### src/rtl/acq_window_gate.sv
// Trigger-qualified acquisition window: delays after a trigger edge, then
// forwards a fixed-length sample burst and issues the matching averager command.
module acq_window_gate #(
  parameter  int INT_IN_DATA_WIDTH  = 14,
  parameter  int INT_MAX_AVERAGE_BY = 10,
  parameter  int INT_MAX_DELAY      = 1024,
  localparam int DW = $clog2(INT_MAX_DELAY),
  localparam int LW = $clog2(INT_MAX_AVERAGE_BY)
) (
  input  logic                         clk,
  input  logic                         rst,
  input  logic                         i_trigger,
  input  logic [INT_IN_DATA_WIDTH-1:0] i_adc_data,
  input  logic                         i_cfg_valid,
  input  logic [DW-1:0]                i_cfg_delay,
  input  logic [LW-1:0]                i_cfg_length,
  output logic                         o_valid,
  output logic [INT_IN_DATA_WIDTH-1:0] o_data,
  output logic                         o_avg_cmd_valid,
  output logic [LW-1:0]                o_avg_cmd_data,
  output logic                         o_busy,
  output logic                         o_trigger_missed,
  output logic [15:0]                  o_missed_count
);

  localparam logic [LW-1:0] LMAX = LW'(INT_MAX_AVERAGE_BY - 1);

  typedef enum logic [1:0] {
    IDLE,
    DELAY,
    CAPTURE
  } state_e;

  state_e                         state_q, state_d;
  logic                           trig_prev_q;
  logic [DW-1:0]                  cfg_delay_q, cfg_delay_d;
  logic [LW-1:0]                  cfg_len_q, cfg_len_d;
  logic [DW-1:0]                  dly_cnt_q, dly_cnt_d;
  logic [LW-1:0]                  cap_cnt_q, cap_cnt_d;
  logic                           valid_q, valid_d;
  logic [INT_IN_DATA_WIDTH-1:0]   data_q, data_d;
  logic                           cmd_valid_q, cmd_valid_d;
  logic [LW-1:0]                  cmd_data_q, cmd_data_d;
  logic                           missed_q, missed_d;
  logic [15:0]                    missed_cnt_q, missed_cnt_d;
  logic                           trig_edge;
  logic                           busy;
  logic [LW-1:0]                  len_clamped;

  assign trig_edge   = i_trigger & ~trig_prev_q;
  assign busy        = (state_q != IDLE);
  assign len_clamped = (i_cfg_length > LMAX) ? LMAX : i_cfg_length;

  always_comb begin
    state_d      = state_q;
    cfg_delay_d  = cfg_delay_q;
    cfg_len_d    = cfg_len_q;
    dly_cnt_d    = dly_cnt_q;
    cap_cnt_d    = cap_cnt_q;
    valid_d      = 1'b0;
    data_d       = data_q;
    cmd_valid_d  = 1'b0;
    cmd_data_d   = cmd_data_q;
    missed_d     = 1'b0;
    missed_cnt_d = missed_cnt_q;

    if (trig_edge && busy) begin
      missed_d = 1'b1;
      if (missed_cnt_q != 16'hFFFF) begin
        missed_cnt_d = missed_cnt_q + 16'd1;
      end
    end

    unique case (state_q)
      IDLE: begin
        if (i_cfg_valid) begin
          // A simultaneous edge loses to configuration and is the first miss
          cfg_delay_d  = i_cfg_delay;
          cfg_len_d    = len_clamped;
          cmd_valid_d  = 1'b1;
          cmd_data_d   = len_clamped;
          missed_d     = trig_edge;
          missed_cnt_d = {15'b0, trig_edge};
        end else if (trig_edge) begin
          dly_cnt_d = '0;
          cap_cnt_d = '0;
          state_d   = (cfg_delay_q != '0) ? DELAY : CAPTURE;
        end
      end
      DELAY: begin
        dly_cnt_d = dly_cnt_q + DW'(1);
        if (dly_cnt_q == cfg_delay_q - DW'(1)) begin
          state_d = CAPTURE;
        end
      end
      CAPTURE: begin
        valid_d   = 1'b1;
        data_d    = i_adc_data;
        cap_cnt_d = cap_cnt_q + LW'(1);
        if (cap_cnt_q == cfg_len_q) begin
          state_d = IDLE;
        end
      end
      default: begin
        state_d = IDLE;
      end
    endcase
  end

  always_ff @(posedge clk) begin
    if (rst) begin
      state_q      <= IDLE;
      trig_prev_q  <= 1'b0;
      cfg_delay_q  <= '0;
      cfg_len_q    <= LMAX;
      dly_cnt_q    <= '0;
      cap_cnt_q    <= '0;
      valid_q      <= 1'b0;
      data_q       <= '0;
      cmd_valid_q  <= 1'b0;
      cmd_data_q   <= '0;
      missed_q     <= 1'b0;
      missed_cnt_q <= '0;
    end else begin
      state_q      <= state_d;
      trig_prev_q  <= i_trigger;
      cfg_delay_q  <= cfg_delay_d;
      cfg_len_q    <= cfg_len_d;
      dly_cnt_q    <= dly_cnt_d;
      cap_cnt_q    <= cap_cnt_d;
      valid_q      <= valid_d;
      data_q       <= data_d;
      cmd_valid_q  <= cmd_valid_d;
      cmd_data_q   <= cmd_data_d;
      missed_q     <= missed_d;
      missed_cnt_q <= missed_cnt_d;
    end
  end

  assign o_valid          = valid_q;
  assign o_data           = data_q;
  assign o_avg_cmd_valid  = cmd_valid_q;
  assign o_avg_cmd_data   = cmd_data_q;
  assign o_busy           = busy;
  assign o_trigger_missed = missed_q;
  assign o_missed_count   = missed_cnt_q;

endmodule

### config.mk
export PLATFORM = sky130hd
export DESIGN_NAME = acq_window_gate
export DESIGN_NICKNAME = d
export VERILOG_FILES = /design/src/rtl/acq_window_gate.sv
export SDC_FILE = /design/constraint.sdc
export NUM_CORES = 1
export LEC_CHECK = 0
export BUFFER_PORTS_ARGS = -buffer_cell sky130_fd_sc_hd__buf_2
export CAP_MARGIN = 20
export CELL_PAD_IN_SITES_DETAIL_PLACEMENT = 1
export CELL_PAD_IN_SITES_GLOBAL_PLACEMENT = 2
export CORE_MARGIN = 10
export CORE_UTILIZATION = 33
export DETAILED_ROUTE_END_ITERATION = 16
export PLACE_DENSITY = 0.84
export SKIP_CTS_REPAIR_TIMING = 1
export SLEW_MARGIN = 20
export SYNTH_ARGS = -nofsm -noshare
export SYNTH_HDL_FRONTEND = slang
export SYNTH_SLANG_ARGS = --single-unit
### constraint.sdc
create_clock -name clk -period 6 [get_ports clk]
set_input_delay 0.9 -clock clk [delete_from_list [all_inputs] [get_ports clk]]
set_output_delay 0.9 -clock clk [all_outputs]
set_load 0.05 [all_outputs]
==> impl_results.md <==
* Post-synth EDFFs at 0
* First DRT Iteration DRCs at 121
* Critical Path RT at 5.10 ns
* Clk root buf: clkbuf_8
* WS Path Type: reg2out
* Tcrit/Tclk final at between 40% and 50%
* R2R depth at 5
* Initial Util at between 30% and 40%
* Final setup fails at 0
* Num rows at 35
* Avg Cell Area, Syn at ~8.2 µm²
* Die width at 117.8 µm
* Synth warn at 0
* Total track usage at 12.99%
* Fin. Hold Viols at 0
* Die Ht at 117.8 µm
* Routed vias at ~2.9k
* DRC Markers at 0
* Slew margin rel. at 30.41%
* Vias in the first global route at 3058
* Gr ovfl total at 0
* Gate Count Post-Synth at between 300 and 400
* Most used DFF post-synth: dfxtp_1
* Cell Area, Synth at 3158 µm²
* Ys async rst share at 0%
* Clk_skew at about 0.0078 ns
* Syn Nets at between 400 and 500
* Worst Tran Pin Value at between 1 and 1.5 ns
* Hold Crit Depth at 2
* Fmax at 399.9 MHz
* Initial antenna violation count at 1
* Die Area at roughly 14000 µm²
* Clock buffer depth at 2
* Power Density at 286.9 nW/µm²
* Diodes inserted at 0
* Leakage Power at around 1.5 nW
* Top cell type's share of synthesized area at 41.84%
* Drt pass-1 iters at 4
* Final std cells w/o fill at just under 600
* Global-route wire length before repair at 15210 µm
* Vias per cell at 5.029
* Nets at 483
* Path type of the worst min-delay path: reg2reg
* Synth unique cells at 49
* Post-route ant nets at 0
* TritonCTS Buffers at 9
* Worst vdd ir at 0.1434 mV
* Share of layout cells above drive strength 1 at 20.40%
* Synth top area cells: dfxtp_1 42%, nand2_1 7.1%, xnor2_1 6.7%, a21oi_1 5.9%, nor2_1 4.5%
* CP Launch Type: register
* CTS sink count at between 60 and 70
* Setup TNS at 0 ns
* RSZ-0062 raised after global routing: false
* Pins Over Slew Limit at 0
* Area Growth Syn to Fin at 19.06%
* CTS tree: done
* Fin crit period at about 2.5 ns
* Worst setup EP type: output port
* Final wirelength at 8854 µm
* Pin count of the biggest net entering global routing at 46
* Gp weighted congestion at 0.7805
* Sequential share of the synthesized area at 41.84%
* Port Buffers at 69
* Worst skew pair latency at 0.35 ns
* Number of synthesized register bits at 66
* DP Cell Count at 564
* CTS clock-pin slew for the worst setup and hold paths at 0.07 ns
* Status: finished clean
* Synth area leader: dfxtp_1
* Max-cap viol count at 0
* H-tree levels at 3
* Boundary Pins at 70
* Per-cell routed wire length at roughly 15 µm
* Core ar. at about 9300 µm²
* Worst-path fanout max at 18
* Hpwl dp at 6497 µm
* Critical Path AT at 1.60 ns
==> where the power goes <==
part / switching, mW / leakage (nW) / internal (mW)
clock network: 0.187 / 0.0990 / 0.191
registers: 0.0271 / 0.536 / 0.462
logic: 0.143 / 0.851 / 0.0690
total: 0.357 / 1.49 / 0.722
==> cell usage after synthesis (3+ instances only) <==
master,number
clkbuf_1,14
a22oi_1,5
xnor2_1,24
o211a_1,3
nand2_1,60
and3_1,5
xor2_1,5
nand3b_1,3
or3_1,7
dfxtp_1,66
nor3b_1,3
or4_1,3
nor4_1,3
inv_1,12
nand4_1,6
o21ai_0,10
and2_1,3
a21oi_1,37
nor3_1,13
nor2b_1,5
nand2b_1,7
a211oi_1,8
nor2_1,38
nand3_1,8
ha_1,5
buf_4,4
==> sequential cells by signal, indices dropped and copies added (netlist names) <==
signal	flops
trig_prev_q	1
o_valid	1
state_q	2
o_avg_cmd_data	2
o_avg_cmd_valid	1
o_missed_count	16
o_trigger_missed	1
cap_cnt_q	4
o_data	14
cfg_delay_q	10
cfg_len_q	4
dly_cnt_q	10
==> cells in the final DEF, fill, tap and decap left out, types with 2 or more instances in the layout <==
cell type	instances
buf_2	69
dfxtp_1	66
nand2_1	60
nor2_1	38
a21oi_1	37
xnor2_1	24
inv_1	12
nor3_1	12
o21ai_0	10
clkbuf_8	9
nand3_1	8
a211oi_1	8
nand2b_1	7
or3_1	7
nand4_1	6
a22oi_1	5
xor2_1	5
nor2b_1	5
and3_1	5
ha_1	5
nor3b_1	3
and2_1	3
o211a_1	3
or4_1	3
nor4_1	3
nand3b_1	3
clkinv_2	3
o21bai_1	2
nor4b_1	2
o2111ai_1	2
a21o_1	2
a2111oi_0	2
mux2_2	2
clkinv_4	2
==> layer usage <==
layer	share of wire [%]	global-route usage, %	vias to the layer above	wire length (µm)
met5	0	0	-	0
met4	0.88	3.091	0	78
met3	5.2	4.940	8	456
met2	45	19.90	54	4020
met1	49	16.77	1398	4298
li1	-	-	1457	-
==> path summary, 6_finish.rpt <==
kind / startpoint / endpoint / slack (ns)
worst max register to register: state_q[0] / o_missed_count[13] / 3.68
worst max-delay path: state_q[0] / o_busy / 3.50
worst min register to register: o_data[0] / o_data[0] / 0.46
worst min-delay path: o_data[0] / o_data[0] / 0.46
==> layout make-up <==
class | count | area [µm²]
clock buffers | 9 | 123.9
clock inverters | 7 | 70.07
fillers | 1180 | 5524
inverters | 12 | 45.04
multi-input cells | 288 | 1693
flip-flops and latches | 66 | 1321
well taps | 129 | 161.4
repair buffers | 69 | 345.3
==> critical path, cell delays in order (launching register included) <==
cell and delay, ns:
dfxtp_1 0.65, nor2_1 0.20, inv_1 0.13, buf_2 0.27
==> kinds of logic after synthesis <==
logic type / count (synthesis) / synth area share (%)
AO/OA/AOI/OAI: 80 / 16.05
XOR/XNOR: 29 / 8.043
adder cells (fa/ha/maj): 5 / 1.981
buffers and inverters: 33 / 4.715
flip-flops: 66 / 41.84
multiplexers: 3 / 1.030
AND/OR/NAND/NOR: 171 / 26.35
==> metrics by stage <==
step	util (%)	worst slack [ns]	total power, mW	hold WS, ns	cell area (µm²)
global placement	38.36	3.499	0.7088	0.4411	3561
floorplan	-	3.706	0.6591	0.4553	3158
global route	40.50	3.322	1.146	0.4838	3760
CTS	40.44	3.475	1.093	0.4632	3755
detailed placement	38.36	3.442	0.7135	0.4504	3561
finish	40.50	3.500	1.079	0.4559	3760
Note: power is estimated with default switching activity, not from simulation.
